===== src/rtl/adaptive_booth_mul32.sv =====
// Iterative 32x32 signed radix-4 Booth multiplier with carry-save accumulation
// and early termination driven by the redundant-sign-bit count of the multiplier.

module lzc32 (
   input  logic [31:0] x,
   output logic [4:0]  cnt
);
   // Counts leading bits below the MSB that equal the sign bit (0 and -1 give 31).
   logic [30:0] diff;

   assign diff = x[30:0] ^ x[31:1];

   always_comb begin
      cnt = 5'd31;
      for (int k = 0; k <= 30; k++)
         if (diff[k]) cnt = 5'(30 - k);
   end
endmodule

module csa_3_2 #(
   parameter int WIDTH = 64
) (
   input  logic [WIDTH-1:0] a,
   input  logic [WIDTH-1:0] b,
   input  logic [WIDTH-1:0] c,
   input  logic             cin,
   output logic [WIDTH-1:0] s,
   output logic [WIDTH-1:0] cy
);
   assign s  = a ^ b ^ c;
   assign cy = {(a[WIDTH-2:0] & b[WIDTH-2:0]) | (a[WIDTH-2:0] & c[WIDTH-2:0]) |
                (b[WIDTH-2:0] & c[WIDTH-2:0]), cin};
endmodule

module adaptive_booth_mul32 #(
   parameter bit EARLY_TERM = 1'b1,
   parameter bit SWAP_EN    = 1'b1
) (
   input  logic        clk,
   input  logic        resetn,
   input  logic        in_valid,
   output logic        in_ready,
   input  logic [31:0] in_a,
   input  logic [31:0] in_b,
   output logic        out_valid,
   input  logic        out_ready,
   output logic [63:0] out_prod,
   output logic [4:0]  out_iters
);
   typedef enum logic [1:0] {IDLE, ITER, RESOLVE, DONE} state_t;

   state_t      state;
   logic [4:0]  la, lb, l_sel, n_in;
   logic        swap;
   logic [31:0] mcand_q, mplier_q;
   logic [4:0]  n_q;
   logic [3:0]  i_q;
   logic [63:0] acc_s, acc_c, csa_s, csa_c;
   logic [32:0] mx;
   logic [2:0]  trip;
   logic [5:0]  shamt;
   logic [63:0] mc64, sel, pp;
   logic        neg;

   lzc32 u_lzc_a (.x(in_a), .cnt(la));
   lzc32 u_lzc_b (.x(in_b), .cnt(lb));

   assign swap  = SWAP_EN && (la > lb);
   assign l_sel = swap ? la : lb;
   assign n_in  = EARLY_TERM ? 5'((6'd33 - {1'b0, l_sel}) >> 1) : 5'd16;

   assign mx    = {mplier_q, 1'b0};
   assign trip  = mx[{1'b0, i_q, 1'b0} +: 3];
   assign shamt = {1'b0, i_q, 1'b0};
   assign mc64  = {{32{mcand_q[31]}}, mcand_q};

   always_comb begin
      sel = 64'd0;
      neg = 1'b0;
      case (trip)
         3'b001, 3'b010: sel = mc64;
         3'b011:         sel = mc64 << 1;
         3'b100:         begin sel = mc64 << 1; neg = 1'b1; end
         3'b101, 3'b110: begin sel = mc64;      neg = 1'b1; end
         default:        sel = 64'd0;
      endcase
   end

   // Inverting after the shift fills the low 2i bits with ones, so the +1 of the
   // two's complement lands at bit 0, which the CSA carry vector always leaves free.
   assign pp = neg ? ~(sel << shamt) : (sel << shamt);

   csa_3_2 #(.WIDTH(64)) u_csa (
      .a(acc_s), .b(acc_c), .c(pp), .cin(neg), .s(csa_s), .cy(csa_c)
   );

   always_ff @(posedge clk or negedge resetn) begin
      if (!resetn) begin
         state     <= IDLE;
         in_ready  <= 1'b1;
         out_valid <= 1'b0;
         out_prod  <= 64'd0;
         out_iters <= 5'd0;
         acc_s     <= 64'd0;
         acc_c     <= 64'd0;
         mcand_q   <= 32'd0;
         mplier_q  <= 32'd0;
         n_q       <= 5'd0;
         i_q       <= 4'd0;
      end else begin
         case (state)
            IDLE: if (in_valid && in_ready) begin
               mcand_q  <= swap ? in_b : in_a;
               mplier_q <= swap ? in_a : in_b;
               n_q      <= n_in;
               i_q      <= 4'd0;
               acc_s    <= 64'd0;
               acc_c    <= 64'd0;
               in_ready <= 1'b0;
               state    <= ITER;
            end
            ITER: begin
               acc_s <= csa_s;
               acc_c <= csa_c;
               i_q   <= i_q + 4'd1;
               if ({1'b0, i_q} == n_q - 5'd1) state <= RESOLVE;
            end
            RESOLVE: begin
               out_prod  <= acc_s + acc_c;
               out_iters <= n_q;
               out_valid <= 1'b1;
               state     <= DONE;
            end
            DONE: if (out_ready) begin
               out_valid <= 1'b0;
               in_ready  <= 1'b1;
               state     <= IDLE;
            end
            default: state <= IDLE;
         endcase
      end
   end
endmodule


===== config.mk =====
export PLATFORM = sky130hd
export DESIGN_NAME = adaptive_booth_mul32
export DESIGN_NICKNAME = d
export VERILOG_FILES = /design/src/rtl/adaptive_booth_mul32.sv
export SDC_FILE = /design/constraint.sdc
export NUM_CORES = 1
export LEC_CHECK = 0
export ABC_CLOCK_PERIOD_IN_PS = 5700
export CORE_MARGIN = 8
export CORE_UTILIZATION = 30
export CTS_CLUSTER_SIZE = 30
export DETAILED_ROUTE_END_ITERATION = 16
export GPL_ROUTABILITY_DRIVEN = 1
export RECOVER_POWER = 25
export SKIP_CTS_REPAIR_TIMING = 1
export SLEW_MARGIN = 10
export SYNTH_ARGS = -nofsm -noshare
export SYNTH_HDL_FRONTEND = slang
export SYNTH_HIERARCHICAL = 1
export SYNTH_SLANG_ARGS = --single-unit

===== constraint.sdc =====
create_clock -name clk -period 5.7 [get_ports clk]
set_input_delay 0.57 -clock clk [delete_from_list [all_inputs] [get_ports clk]]
set_output_delay 0.57 -clock clk [all_outputs]
set_load 0.02 [all_outputs]

# Yosys cells after proc, flatten, opt, wreduce, memory -nomap -nowiden

Index checks and enable logic that the tools add are counted.

Register bits after elaboration: 274
Output and inout port bits: 71
Word-level logic and storage cells: 136
Input port bits: 68

Mux-type cells: 82
Bitwise logic cells: 10
Reduce and logical (&&, ||, !) cells: 13
Eq/ne operators: 13
Add/sub/neg operators: 4
Magnitude comparators: 1
Shifts and indexed selects: 2

Operators by type and width:

| cell               | count |
|---|---|
| $pmux 64 s2        | 3 |
| $and 63x63->63     | 3 |
| $mux 5             | 33 |
| $mux 64            | 2 |
| $xor 64x64->64     | 2 |
| $or 63x63->63      | 2 |
| $mux 4             | 17 |
| $add 64x64->64     | 1 |
| $mux 32            | 2 |
| $not 64->64        | 1 |
| $shl 64x5->64      | 1 |
| $xor 31x31->31     | 2 |
| $shiftx 33x6->3    | 1 |
| $mux 3             | 8 |
| $mux 2             | 7 |
| $eq 3x3->1 const B | 3 |
| $pmux 2 s4         | 1 |
| $pmux 4 s2         | 1 |
| $eq 3x2->1 const B | 2 |
| $mux 1             | 6 |
| $ne 2x2->1 const B | 3 |
| $reduce_and 2->1   | 3 |
| $reduce_and 3->1   | 2 |
| $reduce_bool 2->1  | 3 |
| other kinds (14)   | 16 |

# Depth between registers and ports, before layout

Depth after elaboration: 35
Mapped depth: 19
Mapped depth without buffers: 18

# By module

The synthesis kept the hierarchy.

By module, submodules not included:

| module               | instances | cells each | area an instance (µm²) | sequential area each (µm²) |
|---|---|---|---|---|
| adaptive_booth_mul32 | 1         | 1842       | 17644.4                | 6857.8 |
| lzc32                | 2         | 130        | 703.2                  | 0.0 |
| csa_3_2              | 1         | 65         | 1292.5                 | 0.0 |

# Worst setup path before layout

OpenSTA, ideal clock, no wires.

Path type: reg-to-reg
Start point: reg i_q[1]
End point: reg acc_s[29]
Setup slack: 920 ps
Arrival: 4659 ps
Buffers on the path: 6
Required time: 5579 ps
Stages on the path, launching flop included: 20
Path through: dfrtp_1 buf_6 clkbuf_1 buf_1 mux4_2 o21ai_0 mux2_2 ha_1 clkbuf_1 buf_1 clkbuf_1 a21oi_1 a32oi_1 mux2i_1 nand2_1 nand2_1 o21ai_0 xnor2_1 fa_1 a22o_1

Cells in the longest elaborated chain, start to end: 9
Elaborated cells between the ends (all ways): 17
Classes of those cells: 6 x eq/ne; 2 x shift; 4 x mux; 2 x bitwise; 3 x reduce/logical

Ends and longest elaborated chain:

| what                                                                | line | text |
|---|---|---|
| start, declared                                                     | 57   | `logic [3:0] i_q;` |
| start signal, assigned                                              | 125  | `i_q <= i_q + 4'd1;` |
| $shiftx 33x6->3                                                     | 73   | `assign trip = mx[{1'b0, i_q, 1'b0} +: 3];` |
| $eq 3x3->1 (tied with other cells)                                  | 80   | `case (trip)` |
| $reduce_or 4->1 (no line) / $reduce_or 2->1 (equally long branches) | n/a  |  |
| $pmux 64 s2                                                         | 80   |  |
| $shl 64x5->64                                                       | 91   | `assign pp = neg ? ~(sel << shamt) : (sel << shamt);` |
| $not 64->64                                                         | 91   |  |
| $mux 64 (*)                                                         | 91   |  |
| via pp[29]                                                          | 62   | `logic [63:0] mc64, sel, pp;` |
| $xor 64x64->64 (*)                                                  | 30   | `assign s = a ^ b ^ c;` |
| via csa_s[29]                                                       | 58   | `logic [63:0] acc_s, acc_c, csa_s, csa_c;` |
| $pmux 64 s2 (*)                                                     | 111  | `case (state)` |
| end signal, assigned                                                | 123  | `acc_s <= csa_s;` |
| end, declared                                                       | 58   |  |

The timed path passes the listed nets; every way through them passes the cells marked *.
A chain may end at the register's enable or synchronous reset.

# Final worst setup path

Start point: reg i_q[1]
End point: reg acc_s[25]

The elaborated chain is that of the path after synthesis.

==> flow_summary.json <==
{
  "post-synth-top-area-cell": "sky130_fd_sc_hd__dfrtp_1",
  "synth_edf_count": 0,
  "mappedNetlistNets": 2378,
  "clock_latency_of_the_later_clocked_register_in_the_worst_skew_pair_ps": 570,
  "layout.cell_area.non_filler_mm2": 0.0235,
  "maxCapViolations": 1,
  "drt_wl_total_mm": 58.4,
  "max-clock-path-buffers": 3,
  "timing.critical_path.from": "i_q[1]",
  "die_h_um": 276,
  "min-delay-path-class": "register to register",
  "clock_tree_from_tritoncts": "built",
  "num_rows": 95,
  "grt_pass1_vias": 16800,
  "maximum_fanout_along_the_worst_path": 27,
  "drt_first_iter_violations": 1338,
  "overflow": 0,
  "crit-reg2reg-launch": "i_q[1]",
  "syn_area_per_cell_um2": 9.39,
  "maximum_clock_skew_at_final_layout_ps": 14.2,
  "antenna_cells": 0,
  "post_dp_cell_area_mm2": 0.0225,
  "synth.top_cells.by_area": "sky130_fd_sc_hd__dfrtp_1, sky130_fd_sc_hd__fa_1, sky130_fd_sc_hd__a22o_1",
  "clkTransAtPathRegs_ps": 70,
  "die-area_mm2": 0.0764,
  "power_per_cell_area_mw_per_mm2": 714,
  "timing.final.setup_violations": 0,
  "outcome": "finished, violations left",
  "grt_max_degree": 136,
  "initial_utilization_pct": 30.3,
  "synthCells": 2167,
  "core_region_area_mm2": 0.0672,
  "initial_antenna_violation_count": 0,
  "setup-tns-final_ps": 0,
  "synth.cell_area_mm2": 0.0203,
  "die-width_um": 276,
  "most_common_library_cell_in_the_layout_ignoring_fill_and_taps": "sky130_fd_sc_hd__dfrtp_1",
  "fin_crit_sh_pct": 87.1,
  "worst-slew-pin-transition_ps": 4320,
  "cts-root-buf": "sky130_fd_sc_hd__clkbuf_16",
  "setup.worst_path.end_class": "register",
  "cts.sinks": 274,
  "dp.final_hpwl_mm": 44.4,
  "routabilityCongestion": 0.867,
  "total_power_uw": 16800,
  "dominantRegCellSynth": "sky130_fd_sc_hd__dfrtp_1",
  "nets": 2426,
  "num-fill-cells": 6724,
  "worst_setup_path_start_kind": "register",
  "count_of_distinct_cell_types_in_the_synthesized_netlist": 82,
  "flow.area_growth_from_synthesis_pct": 15.4,
  "yosys_warnings": 6,
  "failed_checks": "max-capacitance violations, max-slew violations",
  "synth_seq_area_share_pct": 33.7,
  "drc": 0,
  "yosysTopAreaCellShare_pct": 33.6,
  "i_o_pins": 139,
  "vdd.ir_drop.worst_uv": 363,
  "drt.antenna.violating_nets": 0,
  "buffer_ports.inserted": 138,
  "multi_input_logic_area_mm2": 0.0128,
  "critical_path_required_ps": 6160,
  "leakage_uw": 0.00993,
  "postSynthRegisterBits": 274,
  "wl_per_cell_um": 18.8,
  "groute.usage.overall_pct": 14.8,
  "maxSlewViolCount": 91,
  "hold_start": "mplier_q[14]",
  "worstSetupPathType": "register to register",
  "post_route_cells_drive_above_1_share_pct": 8.31,
  "rsz0062_at_grt": "no",
  "seq_area_mm2": 0.00686,
  "via_count": 17000,
  "synth_async_sr_flop_share_pct": 100,
  "drtPass1Iterations": 5,
  "fmax_mhz": 201,
  "numCtsBuffers": 28,
  "timing_hold_violations_final": 0,
  "grt_first_pass_wirelength_mm": 94.7,
  "worst-endpoint-arrival_ps": 5430,
  "slew_headroom_pct": -188,
  "layout.cells.most_common_list": "sky130_fd_sc_hd__dfrtp_1, sky130_fd_sc_hd__nand2_1, sky130_fd_sc_hd__a21oi_1",
  "hold_ws_ps": 485,
  "finalCriticalPeriod_ps": 4970,
  "vias_per_cell": 5.48,
  "cts-htree-levels": 1
}
critical path: stages (launching register included):
cell and delay (ps):
sky130_fd_sc_hd__dfrtp_2 660, sky130_fd_sc_hd__mux2i_1 140, sky130_fd_sc_hd__mux4_2 460, sky130_fd_sc_hd__mux2_2 310, sky130_fd_sc_hd__ha_1 840, sky130_fd_sc_hd__buf_4 280, sky130_fd_sc_hd__nand2_1 60, sky130_fd_sc_hd__a32oi_1 300
sky130_fd_sc_hd__and2_1 190, sky130_fd_sc_hd__a211oi_1 50, sky130_fd_sc_hd__a21oi_1 380, sky130_fd_sc_hd__mux2i_1 150, sky130_fd_sc_hd__xnor2_1 340, sky130_fd_sc_hd__fa_1 490, sky130_fd_sc_hd__a22o_1 210
layer usage:
layer,share of wire [%],track usage [%],up-vias
li1,-,-,8046
met1,47,20.4,8411
met2,46,24.2,474
met3,4.1,1.67,103
met4,3.0,4.53,0
met5,0,0,-
report_power, final:
| part | leakage (µW) | internal, µW | total, µW | switching, µW |
|---|---|---|---|---|
| Combinational | 0.00597 | 4740 | 11100 | 6400 |
| Sequential | 0.00349 | 2800 | 3650 | 846 |
| Clock | 0.000468 | 1160 | 1980 | 817 |
metrics by stage:
| stage | util, % | worst slack, ps | std cells |
|---|---|---|---|
| 2_1_floorplan | - | 920 | 2167 |
| 3_3_place_gp | 33.5 | 871 | 3058 |
| 3_5_place_dp | 33.5 | 753 | 3058 |
| 4_1_cts | 35.0 | 754 | 3110 |
| 5_1_grt | 35.0 | 456 | 3110 |
| 6_report | 35.0 | 733 | 3110 |
worst paths after layout:
kind / to / slack [ps] / cells past startpoint
max in group asynchronous: i_q[0] / 1370 / 2
min in group asynchronous: out_prod[20] / 1750 / 1
hold reg to reg: mplier_q[14] / 480 / 2
setup reg to reg: acc_s[25] / 730 / 14
setup / recovery: acc_s[25] / 730 / 14
hold / removal: mplier_q[14] / 480 / 2
logic make-up after synthesis:
family / after synthesis / synth area share [%]
compound gates: 674 / 22.3
xor+xnor: 132 / 5.76
fa+ha+maj: 143 / 11.2
buf+inv: 191 / 3.80
flops: 274 / 33.7
mux: 195 / 10.9
simple gates: 558 / 12.4
registers in the layout, indices dropped and copies added, names as in the netlist:
register	count
state	2
out_iters	5
in_ready	1
acc_c	64
n_q	5
out_valid	1
i_q	4
mcand_q	32
mplier_q	32
out_prod	64
acc_s	64
cells in the mapped netlist (41+ instances only):
master                     number
sky130_fd_sc_hd__fa_1          64
sky130_fd_sc_hd__clkbuf_1     111
sky130_fd_sc_hd__a22o_1       131
sky130_fd_sc_hd__nor2_1       111
sky130_fd_sc_hd__ha_1          79
sky130_fd_sc_hd__inv_1         45
sky130_fd_sc_hd__nand2_1      245
sky130_fd_sc_hd__mux2_2        72
sky130_fd_sc_hd__dfrtp_1      273
sky130_fd_sc_hd__xnor2_1      106
sky130_fd_sc_hd__a21oi_1      164
sky130_fd_sc_hd__o21ai_0      138
sky130_fd_sc_hd__mux2i_1      109
sky130_fd_sc_hd__nand3_1       41
cell type report:
| type | count | area share (%) |
|---|---|---|
| clock inverters | 15 | 0.826 |
| repair buffers | 160 | 6.75 |
| inverters | 49 | 0.783 |
| flip-flops and latches | 274 | 29.2 |
| clock buffers | 37 | 3.39 |
| well taps | 873 | 4.65 |
| multi-input cells | 1702 | 54.4 |
(Power assumes the default switching activity.)
